===== src/rtl/clk_sel_pkg.sv =====
// Shared definitions for the clock-select sequencer: FSM encodings and counter sizing.
package clk_sel_pkg;

  typedef enum logic [2:0] {
    S_CLK0  = 3'd0,
    S_PROBE = 3'd1,
    S_SW1   = 3'd2,
    S_CLK1  = 3'd3,
    S_SW0   = 3'd4
  } state_e;

  // Bits needed to hold values 0..n-1, never less than one.
  function automatic int cnt_w(input int n);
    return (n < 2) ? 1 : $clog2(n);
  endfunction

endpackage


===== src/rtl/clk_sel_ctrl_edge_mon.sv =====
// clk1 activity monitor: synchronizes the clk1 toggle, counts edges per window and
// reports whether the last completed window saw at least MIN_EDGES edges.
module clk_edge_mon
  import clk_sel_pkg::*;
#(
  parameter int WIN_CYCLES = 64,
  parameter int MIN_EDGES  = 16
) (
  input  logic clk,
  input  logic rst_n,
  input  logic clear_i,
  input  logic enable_i,
  input  logic clk1_tog_i,
  output logic win_end_o,
  output logic win_pass_o,
  output logic clk1_ok_o
);

  localparam int WW = cnt_w(WIN_CYCLES);
  localparam int EW = cnt_w(MIN_EDGES + 1);
  localparam logic [WW-1:0] WIN_LAST = WW'(WIN_CYCLES - 1);
  localparam logic [EW-1:0] MIN_V    = EW'(MIN_EDGES);
  localparam logic [EW-1:0] MIN_M1   = EW'(MIN_EDGES - 1);

  logic s1_q, s2_q, s3_q;
  logic [WW-1:0] win_cnt_q, win_cnt_d;
  logic [EW-1:0] edge_cnt_q, edge_cnt_d;
  logic ok_q, ok_d;
  logic edge_seen;
  logic pass;

  always_ff @(posedge clk or negedge rst_n) begin
    if (!rst_n) begin
      s1_q <= 1'b0;
      s2_q <= 1'b0;
      s3_q <= 1'b0;
    end else begin
      s1_q <= clk1_tog_i;
      s2_q <= s1_q;
      s3_q <= s2_q;
    end
  end

  assign edge_seen = s2_q ^ s3_q;
  // An edge landing on the wrap cycle still counts toward the closing window.
  assign pass = (edge_cnt_q >= MIN_V) || (edge_seen && (edge_cnt_q == MIN_M1));

  always_comb begin
    win_cnt_d  = win_cnt_q;
    edge_cnt_d = edge_cnt_q;
    ok_d       = ok_q;
    if (clear_i) begin
      win_cnt_d  = '0;
      edge_cnt_d = '0;
      ok_d       = 1'b0;
    end else if (enable_i) begin
      if (win_cnt_q == WIN_LAST) begin
        win_cnt_d  = '0;
        edge_cnt_d = '0;
        ok_d       = pass;
      end else begin
        win_cnt_d = win_cnt_q + 1'b1;
        if (edge_seen && (edge_cnt_q < MIN_V)) begin
          edge_cnt_d = edge_cnt_q + 1'b1;
        end
      end
    end
  end

  always_ff @(posedge clk or negedge rst_n) begin
    if (!rst_n) begin
      win_cnt_q  <= '0;
      edge_cnt_q <= '0;
      ok_q       <= 1'b0;
    end else begin
      win_cnt_q  <= win_cnt_d;
      edge_cnt_q <= edge_cnt_d;
      ok_q       <= ok_d;
    end
  end

  assign win_end_o  = enable_i && !clear_i && (win_cnt_q == WIN_LAST);
  assign win_pass_o = pass;
  assign clk1_ok_o  = ok_q;

endmodule


===== src/rtl/clk_sel_ctrl.sv =====
// Sequencer for the glitch-free clock switch select: probes clk1, switches, settles.
// Define CLK_SEL_LOSS_FALLBACK_EN to fall back to clk0 and flag a fault when clk1 dies.
module clk_sel_ctrl
  import clk_sel_pkg::*;
#(
  parameter int WIN_CYCLES    = 64,
  parameter int MIN_EDGES     = 16,
  parameter int SETTLE_CYCLES = 8
) (
  input  logic       clk,
  input  logic       rst_n,
  input  logic       req_sel_i,
  input  logic       clk1_tog_i,
  input  logic       clr_fault_i,
  output logic       sel_o,
  output logic       active_sel_o,
  output logic       busy_o,
  output logic       clk1_ok_o,
  output logic       fault_o,
  output logic [2:0] dbg_state_o
);

  localparam int SW = cnt_w(SETTLE_CYCLES + 1);
  localparam logic [SW-1:0] SETTLE_LAST = SW'(SETTLE_CYCLES - 1);

  state_e        state_q;
  logic [SW-1:0] settle_q;
  logic          sel_q, active_q, busy_q;
  logic          fault_q, fault_d;
  logic          mon_en, win_end, win_pass;
  logic          loss, fault_set;

  // Monitor runs only while probing or on clk1; everywhere else it is held cleared.
  assign mon_en = (state_q == S_PROBE) || (state_q == S_CLK1);

  clk_edge_mon #(
    .WIN_CYCLES (WIN_CYCLES),
    .MIN_EDGES  (MIN_EDGES)
  ) u_edge_mon (
    .clk        (clk),
    .rst_n      (rst_n),
    .clear_i    (!mon_en),
    .enable_i   (mon_en),
    .clk1_tog_i (clk1_tog_i),
    .win_end_o  (win_end),
    .win_pass_o (win_pass),
    .clk1_ok_o  (clk1_ok_o)
  );

`ifdef CLK_SEL_LOSS_FALLBACK_EN
  assign loss = win_end && !win_pass;
`else
  assign loss = 1'b0;
`endif

  assign fault_set = ((state_q == S_PROBE) && req_sel_i && win_end && !win_pass) ||
                     ((state_q == S_CLK1) && loss);

  // A new fault outranks a simultaneous clear.
  always_comb begin
    fault_d = fault_q;
    if (fault_set) begin
      fault_d = 1'b1;
    end else if (clr_fault_i) begin
      fault_d = 1'b0;
    end
  end

  always_ff @(posedge clk or negedge rst_n) begin
    if (!rst_n) begin
      fault_q <= 1'b0;
    end else begin
      fault_q <= fault_d;
    end
  end

  always_ff @(posedge clk or negedge rst_n) begin
    if (!rst_n) begin
      state_q  <= S_CLK0;
      settle_q <= '0;
      sel_q    <= 1'b0;
      active_q <= 1'b0;
      busy_q   <= 1'b0;
    end else begin
      case (state_q)
        S_CLK0: begin
          if (req_sel_i && !fault_q) begin
            state_q <= S_PROBE;
            busy_q  <= 1'b1;
          end
        end
        S_PROBE: begin
          if (!req_sel_i) begin
            state_q <= S_CLK0;
            busy_q  <= 1'b0;
          end else if (win_end) begin
            if (win_pass) begin
              state_q  <= S_SW1;
              sel_q    <= 1'b1;
              settle_q <= '0;
            end else begin
              state_q <= S_CLK0;
              busy_q  <= 1'b0;
            end
          end
        end
        S_SW1: begin
          if (settle_q == SETTLE_LAST) begin
            state_q  <= S_CLK1;
            active_q <= 1'b1;
            busy_q   <= 1'b0;
          end else begin
            settle_q <= settle_q + 1'b1;
          end
        end
        S_CLK1: begin
          if (!req_sel_i || loss) begin
            state_q  <= S_SW0;
            sel_q    <= 1'b0;
            busy_q   <= 1'b1;
            settle_q <= '0;
          end
        end
        S_SW0: begin
          if (settle_q == SETTLE_LAST) begin
            state_q  <= S_CLK0;
            active_q <= 1'b0;
            busy_q   <= 1'b0;
          end else begin
            settle_q <= settle_q + 1'b1;
          end
        end
        default: begin
          state_q  <= S_CLK0;
          settle_q <= '0;
          sel_q    <= 1'b0;
          active_q <= 1'b0;
          busy_q   <= 1'b0;
        end
      endcase
    end
  end

  assign sel_o        = sel_q;
  assign active_sel_o = active_q;
  assign busy_o       = busy_q;
  assign fault_o      = fault_q;
  assign dbg_state_o  = state_q;

endmodule

===== config.mk =====
export PLATFORM = sky130hd
export DESIGN_NAME = clk_sel_ctrl
export DESIGN_NICKNAME = d
export VERILOG_FILES = /design/src/rtl/clk_sel_pkg.sv /design/src/rtl/clk_sel_ctrl_edge_mon.sv /design/src/rtl/clk_sel_ctrl.sv
export SDC_FILE = /design/constraint.sdc
export NUM_CORES = 1
export LEC_CHECK = 0
export BUFFER_PORTS_ARGS = -buffer_cell sky130_fd_sc_hd__buf_4
export CAP_MARGIN = 10
export CORE_ASPECT_RATIO = 0.5
export CORE_MARGIN = 5
export CORE_UTILIZATION = 25
export DETAILED_ROUTE_END_ITERATION = 8
export HOLD_SLACK_MARGIN = 0.08
export PLACE_DENSITY = 0.5
export SLEW_MARGIN = 20
export SYNTH_ARGS = -nofsm -noshare
export SYNTH_HDL_FRONTEND = slang
export SYNTH_HIERARCHICAL = 1
export SYNTH_SLANG_ARGS = --single-unit

===== constraint.sdc =====
create_clock -name clk -period 3.4 [get_ports clk]
set_input_delay 0.17 -clock clk [delete_from_list [all_inputs] [get_ports clk]]
set_output_delay 0.17 -clock clk [all_outputs]
set_load 0.03 [all_outputs]

==> impl_metrics.csv <==
group,metric,value,unit
cts,cts_tree,"yes",
logic_synthesis,synth_ff_type,"dfrtp_1",
logic_synthesis,synthCells,146,
logic_synthesis,synthesis.nets,156,
die,die_w,118,µm
logic_synthesis,yosys-top-cells-area,"dfrtp_1 45%, ha_1 4.3%, inv_1 2.8%, a21oi_1 2.8%, nor2_1 2.6%",
job,drv_cap,0,
logic_synthesis,synth-edff-count,0,
timing,rsz0062_at_grt,"no",
timing,fin_crit,2.55,ns
logic_synthesis,yosysTopAreaCellShare,44.9,%
pwr,peakVddDrop,0.000324,V
hold_path,holdPathStages,2,
place,place_inst,227,
timing,max_freq,0.392,GHz
grt,antenna_found_initial,0,
worst_setup_path,crit_required,3.55,ns
cts,clockRootBuffer,"clkbuf_16",
worst_setup_path,cp-start-kind,"flop",
timing,worst_slack,0.846,ns
grt,grt_max_degree,27,
cts,path_clk_slew,0.06,ns
place,dpl_cell_area,1610,µm²
grt,grt_pass1_wl,5000,µm
logic_synthesis,ys_ff_latch,26,
timing,finalHoldViolations,0,
die,fp-row-count,19,
place,post-place-ws,0.852,ns
logic_synthesis,synth_area,1450,µm²
worst_setup_path,crit_arrival,2.70,ns
route,drt_first_pass_iters,4,
timing,setup_tns,0,ns
route,wl,2850,µm
worst_setup_path,worstReg2RegStart,"dbg_state_o[0]",
hold_path,whs_endpoint,"fault_o",
final_layout,finish.utilization,30.8,%
final_layout,antenna_cells,0,
die,ios,13,
route,ant_nets,0,
logic_synthesis,yosys_warnings,6,
place,io_buffers,12,
worst_setup_path,r2r_end,"settle_q[3]",
cts,clockBufferDepth,2,
die,core_area,5560,µm²
logic_synthesis,yosys.area.top_type,"dfrtp_1",
worst_setup_path,reg2reg_depth,9,
place,place_hpwl,2030,µm
route,drc,0,
run_status,status,"completed",
pwr,p_total,0.961,mW
worst_setup_path,critPathKind,"reg2reg",
place,place_congestion,0.812,
logic_synthesis,syn_avg_cell_area,9.93,µm²
hold_path,min-delay-start,"clr_fault_i",
worst_setup_path,critPathCaptureType,"flop",
grt,grt_pass1_vias,1057,
cts,htreeDepth,1,
pwr,p_per_area,560,nW/µm²
die,start_util,26.1,%
cts,cts_sinks,26,
final_layout,drive_gt1_share,17.5,%
route,num_vias,1090,
route,drtIter0Drc,38,
final_layout,final_area,1720,µm²
logic_synthesis,ys_async_sr_fraction,100,%
timing,skew,0.00378,ns
timing,worst_pin_slew,0.583,ns
worst_setup_path,regToRegSetupSlack,0.85,ns
logic_synthesis,yosysUniqueCellTypes,49,
final_layout,syn_to_final_growth,18.3,%
route,viasPerCell,4.68,
die,die_area,7520,µm²
route,wl_per_cell,12.2,µm
worst_setup_path,crit_fanout,15,
final_layout,fin_nets,171,
timing,drv_slew,0,
cts,clk_latency,0.26,ns
logic_synthesis,ys_seq_area_share,44.9,%
timing,period_share,75.1,%
cts,cts-buffers-inserted,3,
grt,track_usage,7.83,%
cts,cts_resized,0,
final_layout,final_cells,233,
timing,finalSetupViolations,0,
hold_path,hp-class,"in2reg",
timing,worst_hold_slack,0.0995,ns
pwr,p_leak,0.719,nW
grt,overflow,0,
timing,relSlewSlack,60.8,%
die,fp.dieH,63.9,µm
report_power, final:
group	switching, mW	internal, mW	leakage (nW)
Clock	0.104	0.180	0.0442
Combinational	0.180	0.105	0.340
Sequential	0.0499	0.341	0.335
Total	0.334	0.627	0.719
synth_stat cells (all sizes together), types with 2 or more instances:
| library cell | count |
|---|---|
| dfrtp | 26 |
| inv | 12 |
| nor2 | 11 |
| nand2 | 9 |
| a21oi | 8 |
| o21ai | 8 |
| nand3 | 6 |
| buf | 5 |
| ha | 5 |
| nor3 | 5 |
| nand2b | 4 |
| xor2 | 4 |
| a211oi | 3 |
| o211ai | 3 |
| xnor2 | 3 |
| a21o | 2 |
| a221oi | 2 |
| a311oi | 2 |
| and3 | 2 |
| mux2i | 2 |
| nor2b | 2 |
| o32ai | 2 |
| or3 | 2 |
sequential cells by signal (all words and copies together), names as in the netlist, 3 cells and up:
signal                 count
dbg_state_o                3
settle_q                   4
u_edge_mon/edge_cnt_q      5
u_edge_mon/win_cnt_q       6
area by class of cell:
class / instances / area (µm²)
Tap cell: 73 / 91.3
Multi-Input combinational cell: 102 / 714
Fill cell: 593 / 3850
Inverter: 12 / 45.0
Clock buffer: 4 / 88.8
Sequential cell: 26 / 651
Timing Repair Buffer: 16 / 125
kinds of logic (layout without fill, tap and decap cells):
logic type / Yosys count / after routing / synth area share (%)
adders and majority gates: 5 / 5 / 4.31
buffers and inverters: 18 / 32 / 5.87
xor gates and xnor gates: 7 / 7 / 4.23
muxes: 2 / 2 / 1.38
AOI/OAI and AO/OA: 41 / 41 / 21.4
and+or+nand+nor: 47 / 47 / 17.9
DFF: 26 / 26 / 44.9
metal layers:
layer | track usage (%) | part of all wire, %
met1 | 10.6 | 52
met3 | 1.59 | 2.1
met5 | 0 | 0
met4 | 2.58 | 0.95
met2 | 12.7 | 45
cell usage in the layout, fill, tap and decap left out, drive strengths merged, types with 2 or more instances in the layout:
cell type | netlist | layout
inv | 12 | 12
nand2b | 4 | 4
a21o | 2 | 2
buf | 5 | 14
dfrtp | 26 | 26
a21oi | 8 | 8
or3 | 2 | 2
o211ai | 3 | 3
nand3 | 6 | 6
nand2 | 9 | 9
xnor2 | 3 | 3
nor2 | 11 | 11
o32ai | 2 | 2
xor2 | 4 | 4
a221oi | 2 | 2
mux2i | 2 | 2
dlygate4sd3 | 0 | 2
nor2b | 2 | 2
o21ai | 8 | 8
ha | 5 | 5
nor3 | 5 | 5
a311oi | 2 | 2
clkbuf | 1 | 4
a211oi | 3 | 3
and3 | 2 | 2
worst max-delay path, cell delays in order, from the launching register on:
cell      delay (ns)
dfrtp_1         0.62
nand2b_1        0.13
inv_1           0.07
buf_4           0.20
inv_1           0.11
nor4_1          0.55
and4b_1         0.28
a221oi_2        0.08
a21o_1          0.19
a22o_1          0.21
worst max path at each step:
stage,startpoint,endpoint,slack (ns),cells after the start
final,dbg_state_o[0],settle_q[3],0.85,9
after global routing,dbg_state_o[0],settle_q[3],0.62,9
after CTS,dbg_state_o[0],settle_q[3],0.84,9
after detailed placement,dbg_state_o[0],settle_q[3],0.85,9
after global placement,dbg_state_o[2],settle_q[3],0.91,9
after floorplan,dbg_state_o[2],settle_q[3],0.78,9
what timing repair did:
action                    4_1_cts  5_1_grt
hold endpoints to repair       27        0
buffers inserted                0        0
hold buffers                    2        0
Power figures use the tool's default switching activity.
